`src/rtl/result_byte_sequencer_pkg.sv`:
```
// Shared types and constants for the result byte sequencer: FSM state
// encoding, dwell counter width and a byte-select helper for the
// 32-bit holding register.
package result_byte_sequencer_pkg;

  localparam int DWELL_W = 24;

  typedef enum logic {
    IDLE = 1'b0,
    SHOW = 1'b1
  } seq_state_t;

  // Byte 3 is the most significant byte of the word, byte 0 the least.
  function automatic logic [7:0] select_byte(input logic [31:0] word,
                                             input logic [1:0]  idx);
    logic [7:0] sel;
    case (idx)
      2'd3:    sel = word[31:24];
      2'd2:    sel = word[23:16];
      2'd1:    sel = word[15:8];
      default: sel = word[7:0];
    endcase
    return sel;
  endfunction

endpackage

```
`src/rtl/result_byte_sequencer_btn_sync_edge.sv`:
```
// Brings the raw push-button level into the clk domain through two flops
// and turns each rising edge into a single-cycle pulse.
module btn_sync_edge (
  input  logic clk,
  input  logic rst,
  input  logic btn,
  output logic pulse
);

  logic sync1;
  logic sync2;
  logic prev;

  // Two-stage synchronizer followed by one history flop for edge detection.
  always_ff @(posedge clk) begin
    if (rst) begin
      sync1 <= 1'b0;
      sync2 <= 1'b0;
      prev  <= 1'b0;
    end else begin
      sync1 <= btn;
      sync2 <= sync1;
      prev  <= sync2;
    end
  end

  assign pulse = sync2 & ~prev;

endmodule

```
`src/rtl/result_byte_sequencer.sv`:
```
// Shows a 32-bit FPU result one byte at a time (MSB first) on a two-digit
// seven-segment driver. Bytes advance either on a dwell timer (auto mode)
// or on debounced-upstream step button presses (manual mode).
module result_byte_sequencer
  import result_byte_sequencer_pkg::*;
#(
  parameter int unsigned DWELL_CYCLES = 50000
) (
  input  logic        clk,
  input  logic        rst,
  input  logic        in_valid,
  input  logic [31:0] in_data,
  input  logic        auto_mode,
  input  logic        step_btn,
  output logic        in_ready,
  output logic [7:0]  char,
  output logic [1:0]  byte_idx,
  output logic        done
);

  localparam logic [DWELL_W-1:0] DWELL_LOAD = DWELL_W'(DWELL_CYCLES - 1);

  seq_state_t         state;
  logic [31:0]        hold;
  logic [DWELL_W-1:0] dwell;
  logic               auto_q;
  logic               step_pulse;
  logic               advance;

  btn_sync_edge u_btn (
    .clk   (clk),
    .rst   (rst),
    .btn   (step_btn),
    .pulse (step_pulse)
  );

  // The advance condition depends only on flops, so done carries no
  // combinational path from the data or mode inputs. Button pulses that
  // arrive in IDLE or while in auto mode fall through and are lost.
  assign advance  = (state == SHOW) && (auto_q ? (dwell == '0) : step_pulse);
  assign done     = advance && (byte_idx == 2'd0) && !rst;
  assign in_ready = (state == IDLE);

  // Load/advance FSM; the mode is registered so a switch lands one cycle
  // later, and any cycle spent in manual mode re-arms a full dwell.
  always_ff @(posedge clk) begin
    if (rst) begin
      state    <= IDLE;
      hold     <= '0;
      char     <= 8'h00;
      byte_idx <= 2'd3;
      dwell    <= DWELL_LOAD;
      auto_q   <= 1'b0;
    end else begin
      auto_q <= auto_mode;
      case (state)
        IDLE: begin
          dwell <= DWELL_LOAD;
          if (in_valid) begin
            hold     <= in_data;
            state    <= SHOW;
            byte_idx <= 2'd3;
            char     <= in_data[31:24];
          end
        end
        SHOW: begin
          if (advance) begin
            dwell <= DWELL_LOAD;
            if (byte_idx == 2'd0) begin
              state <= IDLE;
            end else begin
              byte_idx <= byte_idx - 2'd1;
              char     <= select_byte(hold, byte_idx - 2'd1);
            end
          end else if (!auto_q) begin
            dwell <= DWELL_LOAD;
          end else begin
            dwell <= dwell - DWELL_W'(1);
          end
        end
        default: state <= IDLE;
      endcase
    end
  end

endmodule

```
`config.mk`:
```
export PLATFORM = sky130hd
export DESIGN_NAME = result_byte_sequencer
export DESIGN_NICKNAME = d
export VERILOG_FILES = /design/src/rtl/result_byte_sequencer_pkg.sv /design/src/rtl/result_byte_sequencer_btn_sync_edge.sv /design/src/rtl/result_byte_sequencer.sv
export SDC_FILE = /design/constraint.sdc
export NUM_CORES = 1
export LEC_CHECK = 0
export BUFFER_PORTS_ARGS = -buffer_cell sky130_fd_sc_hd__buf_2
export CAP_MARGIN = 30
export CORE_MARGIN = 2
export CORE_UTILIZATION = 25
export CTS_BUF_LIST = sky130_fd_sc_hd__clkbuf_16
export DETAILED_ROUTE_END_ITERATION = 8
export PLACE_DENSITY = 0.43
export SLEW_MARGIN = 40
export SYNTH_ARGS = -nofsm -noshare
export SYNTH_HDL_FRONTEND = slang
export SYNTH_SLANG_ARGS = --single-unit
```
`constraint.sdc`:
```
create_clock -name clk -period 2 [get_ports clk]
set_input_delay 0.6 -clock clk [delete_from_list [all_inputs] [get_ports clk]]
set_output_delay 0.6 -clock clk [all_outputs]
set_load 0.01 [all_outputs]
```
=== Word level (Yosys, flattened, before mapping) ===
Cells that the tools add are included.
Widths: inputs -> output; s select.

* Word-level logic and storage cells: 45
* Input bits: 37
* Flip-flop bits (word level): 71

* Muxes and demuxes: 17
* Add/sub/neg operators: 2
* Reduce and logical (&&, ||, !) cells: 8
* Bitwise operators: 3
* Eq/ne operators: 6

{| class="wikitable"
|+ Operator list
! kind !! number
|-
| $mux 24 || 2
|-
| $pmux 24 s2 || 1
|-
| $logic_not 24->1 || 1
|-
| $mux 8 || 3
|-
| $pmux 8 s3 || 1
|-
| $sub 24x1->24 const B || 1
|-
| $pmux 8 s2 || 1
|-
| $mux 2 || 3
|-
| $eq 2x2->1 const B || 2
|-
| $mux 1 || 4
|-
| $ne 2x2->1 const B || 2
|-
| $pmux 2 s2 || 1
|-
| $logic_and 1x1->1 || 3
|-
| $reduce_and 3->1 || 1
|-
| $eq 2x1->1 const B || 1
|-
| $logic_not 2->1 || 1
|-
| $ne 2x1->1 const B || 1
|-
| $not 1->1 || 2
|-
| $pmux 1 s2 || 1
|-
| $reduce_and 2->1 || 1
|-
| $sub 2x1->2 const B || 1
|-
| $and 1x1->1 || 1
|-
| $logic_not 1->1 || 1
|}

=== Logic depth before layout (Yosys ltp) ===
* Depth after elaboration: 6
* Depth in mapped cells: 9
* Mapped depth without buffers: 7

=== Modules after synthesis ===
Synthesis repeated with hierarchy kept, for this count alone.

* Cell total of the unflattened synthesis: 363
* Area, all modules: 3071.7 um^2

{| class="wikitable"
|+ Modules (own cells, without submodules)
! module !! area an instance (um^2) !! instances !! cells an instance !! seq. area each (um^2)
|-
| result_byte_sequencer || 2984.1 || 1 || 356 || 1361.3
|-
| btn_sync_edge || 87.6 || 1 || 7 || 60.1
|}

=== Worst setup path after synthesis ===
OpenSTA, ideal clock, no wires.

* Path kind: register -> output
* From: register dwell[5]
* To: output port done
* Buffers on the path: 0
* Data arrival time: 1.439 ns
* Path slack: -0.039 ns
* Cell stages (with the launch flop): 5
* Cell sequence: dfxtp_1 -> nor4_2 -> nand4b_1 -> o21bai_1 -> and3_1

* Cells in the longest elaborated chain, start to end: 5

{| class="wikitable"
|+ Ends and longest elaborated chain
! element !! line !! source
|-
| start: declaration || result_byte_sequencer.sv:25 || <nowiki>logic [DWELL_W-1:0] dwell;</nowiki>
|-
| start signal: assignment || result_byte_sequencer.sv:78 || <nowiki>dwell <= dwell - DWELL_W'(1);</nowiki>
|-
| $logic_not 24->1 || result_byte_sequencer.sv:40 || <nowiki>assign advance = (state == SHOW) && (auto_q ? (dwell == '0) : step_pulse);</nowiki>
|-
| $mux 1 || result_byte_sequencer.sv:40 ||
|-
| $logic_and 1x1->1 || result_byte_sequencer.sv:40 ||
|-
| $logic_and 1x1->1 (2 in series) || result_byte_sequencer.sv:41 || <nowiki>assign done = advance && (byte_idx == 2'd0) && !rst;</nowiki>
|-
| end: declaration || result_byte_sequencer.sv:18 || <nowiki>output logic done</nowiki>
|}

No other way between the ends.

=== Worst setup path after layout ===
* From: register dwell[17]
* To: output port done

Same word-level chain as after synthesis.

==> results.py <==
metrics = {
    "grt": {
        "global_route.overflow_total": 0,
        "grt_start_max_net_pins": 48,
        "track_usage_pct": 13.33,
        "antenna_violations_before_repair": 0,
        "grt_pass1_vias": 2639,
        "grt_pass1_wl_mm": 13.49,
    },
    "timing": {
        "timing.final.ws_setup_ns": -0.3362,
        "timing_hold_violations_final": 0,
        "finalSetupTns_ns": -0.3362,
        "final_min_period_over_clock_period_pct": 116.8,
        "worst_slew_margin_rel_pct": 64.86,
        "setup_viol_count_final": 1,
        "final_min_period_ns": 2.336,
        "slew_viol_final": 0,
        "fmax_ghz": 0.4280,
        "max_slew.worst_pin.slew_ns": 0.5272,
        "clock-skew-final_ns": 0.01100,
        "timing.hold.ws_ns": 0.4330,
        "rsz0062_at_grt": "yes",
    },
    "final_layout": {
        "post_layout_nonfiller_instances": 591,
        "final_nets": 482,
        "fraction_of_layout_instances_using_a_drive_strength_above_1_pct": 27.48,
        "antenna_cells_inserted": 0,
        "area_of_combinational_cells_with_multiple_inputs_mm2": 0.001615,
        "final-seq-area_mm2": 0.001426,
        "filler_cell_count": 1269,
        "syn_to_final_growth_pct": 33.54,
    },
    "pwr": {
        "ir_drop_mv": 0.3591,
        "powerDensity_mw_per_mm2": 848.3,
        "p_total_mw": 3.483,
        "p_leak_nw": 1.563,
    },
    "floorplan": {
        "die_outline_area_mm2": 0.01320,
        "core_mm2": 0.01201,
        "die-width_um": 114.9,
        "start_util_pct": 25.59,
        "placementRows": 40,
        "pin_count": 49,
        "die-height_um": 114.9,
    },
    "synth": {
        "yosysTopAreaCell": "sky130_fd_sc_hd__dfxtp_1",
        "yosys-top-cells-area": "sky130_fd_sc_hd__dfxtp_1, sky130_fd_sc_hd__nand2_1, sky130_fd_sc_hd__a21oi_1",
        "postSynthRegisterBits": 71,
        "syn-cell-area_mm2": 0.003074,
        "synthesis.area_per_instance_um2": 8.422,
        "postSynthNetCount": 408,
        "ys.flop_type": "sky130_fd_sc_hd__dfxtp_1",
        "asyncSetResetFlopFracSynth_pct": 0,
        "register_area_share_after_synthesis_pct": 46.24,
        "ys.warnings.count": 0,
        "synth_enable_flop_cells": 0,
        "synthesis.instances": 365,
        "synth_top_cell_area_share_pct": 46.24,
        "synth_cell_type_count": 42,
    },
    "critical_path": {
        "timing.critical_path.to_type": "output port",
        "cp_cell_sequence": "nor4_4 > buf_4 > nand4_1 > o21bai_1 > and3_1 > buf_2",
        "cpLargestDelayFamily": "simple AND/OR/NAND/NOR gates",
        "crit_path_top_delay_cell": "sky130_fd_sc_hd__dfxtp_2",
        "path_max_fanout": 2,
        "rrSetupSlack_ns": 0.12,
        "worstPathRequired_ns": 1.40,
        "timing.critical_path.buf_inv": 2,
        "critical_path.startpoint_type": "register",
        "worst-endpoint-arrival_ns": 1.74,
        "criticalPathCategory": "register to output port",
        "crit_path_max_incr_delay_ns": 0.33,
    },
    "placed_design": {
        "dp.cells": 573,
        "port_buffers": 48,
        "detailedPlace.worstSlack_ns": -0.03112,
        "gp_congestion": 0.7500,
        "place.detailed.hpwl_mm": 5.698,
    },
    "drt": {
        "drt-pass1-iter-count": 5,
        "detail_route.vias_per_cell": 4.626,
        "routed_wirelength_mm": 8.274,
        "vias": 2734,
        "detail_route.wl_per_cell_um": 14.00,
        "drt_iter0_drc": 139,
        "ant_nets": 0,
        "drc": 0,
    },
    "clock_tree": {
        "holdBufCountCts": 0,
        "clkSinkCount": 71,
        "cts_buffers": 9,
        "cts.root.buffer_cell": "sky130_fd_sc_hd__clkbuf_16",
        "worstSkewPairLatency_ns": 0.34,
        "ctsLongestPathBuffers": 2,
        "tritoncts": "yes",
        "htree_num_levels": 3,
        "cts.reportedPaths.clkPinSlew_ns": 0.06,
    },
    "status": {
        "run_status": "finished with violations",
        "failed_checks": "negative setup slack",
    },
    "job": {
        "cap_violations": 0,
    },
    "hold_path": {
        "hp-class": "register to register",
    },
}
-- worst paths after layout --
| path | from | end | depth (start not counted) |
|---|---|---|---|
| max | dwell[17] | done | 6 |
| max reg2reg | dwell[5] | dwell[18] | 5 |
| min | u_btn.sync1 | u_btn.sync2 | 1 |
| min reg2reg | u_btn.sync1 | u_btn.sync2 | 1 |
-- cells in the mapped netlist, drive strengths merged, types with 4 or more instances --
| cell | n |
|---|---|
| xor2 | 5 |
| nor2b | 5 |
| xnor2 | 15 |
| buf | 9 |
| inv | 5 |
| nor4 | 9 |
| clkbuf | 13 |
| nor2 | 32 |
| a222oi | 8 |
| o21ai | 11 |
| dfxtp | 71 |
| a311oi | 9 |
| mux2i | 8 |
| nor3 | 5 |
| or4 | 4 |
| a21oi | 41 |
| ha | 6 |
| nand2 | 88 |
-- sequential cells by signal (all words and copies together) (netlist names) --
name and cells:
char 8, hold 32, state 1, u_btn.prev 1
u_btn.sync1 1, byte_idx 2, u_btn.sync2 1, dwell 24
auto_q 1
-- metrics by stage --
step	utilization, %	cell area [µm²]
detailed placement	30.85	3706
floorplan	-	3092
finish	34.18	4105
global route	34.18	4105
CTS	33.58	4034
global placement	30.85	3706
-- metal layers --
layer	wire (µm)	global-route usage, %
met4	155	5.783
met2	3497	18.94
met5	0	0
met1	4220	18.09
met3	401	4.850
-- power breakdown --
part           switching (mW)  internal [mW]  leakage, nW
clock network           0.612           1.08        0.154
registers              0.0296           1.47        0.581
logic                   0.162          0.122        0.827
total                   0.804           2.68         1.56
-- logic make-up after synthesis --
group	Yosys count	synth area share, %
AND/OR/NAND/NOR	158	23.93
buffers and inverters	28	3.989
adder cells (fa/ha/maj)	6	2.442
multiplexers	8	2.605
XOR/XNOR	20	5.698
flip-flops	71	46.24
AO/OA/AOI/OAI	74	15.10
-- layout by cell type, fill, tap and decap left out, types with 2 or more instances in the layout --
cell	Yosys	routed
sky130_fd_sc_hd__nand2_1	88	88
sky130_fd_sc_hd__dfxtp_1	71	67
sky130_fd_sc_hd__buf_2	2	48
sky130_fd_sc_hd__a21oi_1	41	41
sky130_fd_sc_hd__buf_4	0	35
sky130_fd_sc_hd__nor2_1	31	30
sky130_fd_sc_hd__xnor2_1	15	15
sky130_fd_sc_hd__o21ai_0	9	9
sky130_fd_sc_hd__a311oi_1	9	9
sky130_fd_sc_hd__clkbuf_16	0	9
sky130_fd_sc_hd__a222oi_1	8	8
sky130_fd_sc_hd__mux2i_1	8	8
sky130_fd_sc_hd__xor2_1	5	5
sky130_fd_sc_hd__inv_1	5	4
sky130_fd_sc_hd__nor4_4	1	4
sky130_fd_sc_hd__nor2b_1	5	4
sky130_fd_sc_hd__ha_1	6	4
sky130_fd_sc_hd__dfxtp_2	0	4
sky130_fd_sc_hd__nand4_1	3	3
sky130_fd_sc_hd__nor3_1	3	3
sky130_fd_sc_hd__nor4_1	6	3
sky130_fd_sc_hd__or4_1	3	3
sky130_fd_sc_hd__nand3_1	3	3
sky130_fd_sc_hd__inv_2	0	2
sky130_fd_sc_hd__clkinv_1	1	2
sky130_fd_sc_hd__nor4_2	2	2
sky130_fd_sc_hd__nand2b_1	2	2
sky130_fd_sc_hd__nor3_2	2	2
sky130_fd_sc_hd__nor2_2	1	2
sky130_fd_sc_hd__bufinv_16	0	2
sky130_fd_sc_hd__buf_12	0	2
-- what timing repair did --
item                                    4_1_cts  5_1_grt
endpoints found under the setup margin        1       16
resized for setup                             3       14
buffers inserted                              0        2
pin swaps                                     1        5
-- area by class of cell --
class / instances / share of cell area, %
Multi-Input combinational cell: 266 / 39.35
Sequential cell: 71 / 34.75
Timing Repair Buffer: 85 / 13.23
Clock buffer: 9 / 5.486
Tap cell: 147 / 4.480
Clock inverter: 7 / 2.164
Inverter: 6 / 0.5486
No activity file was read; power rests on OpenSTA's default activity.
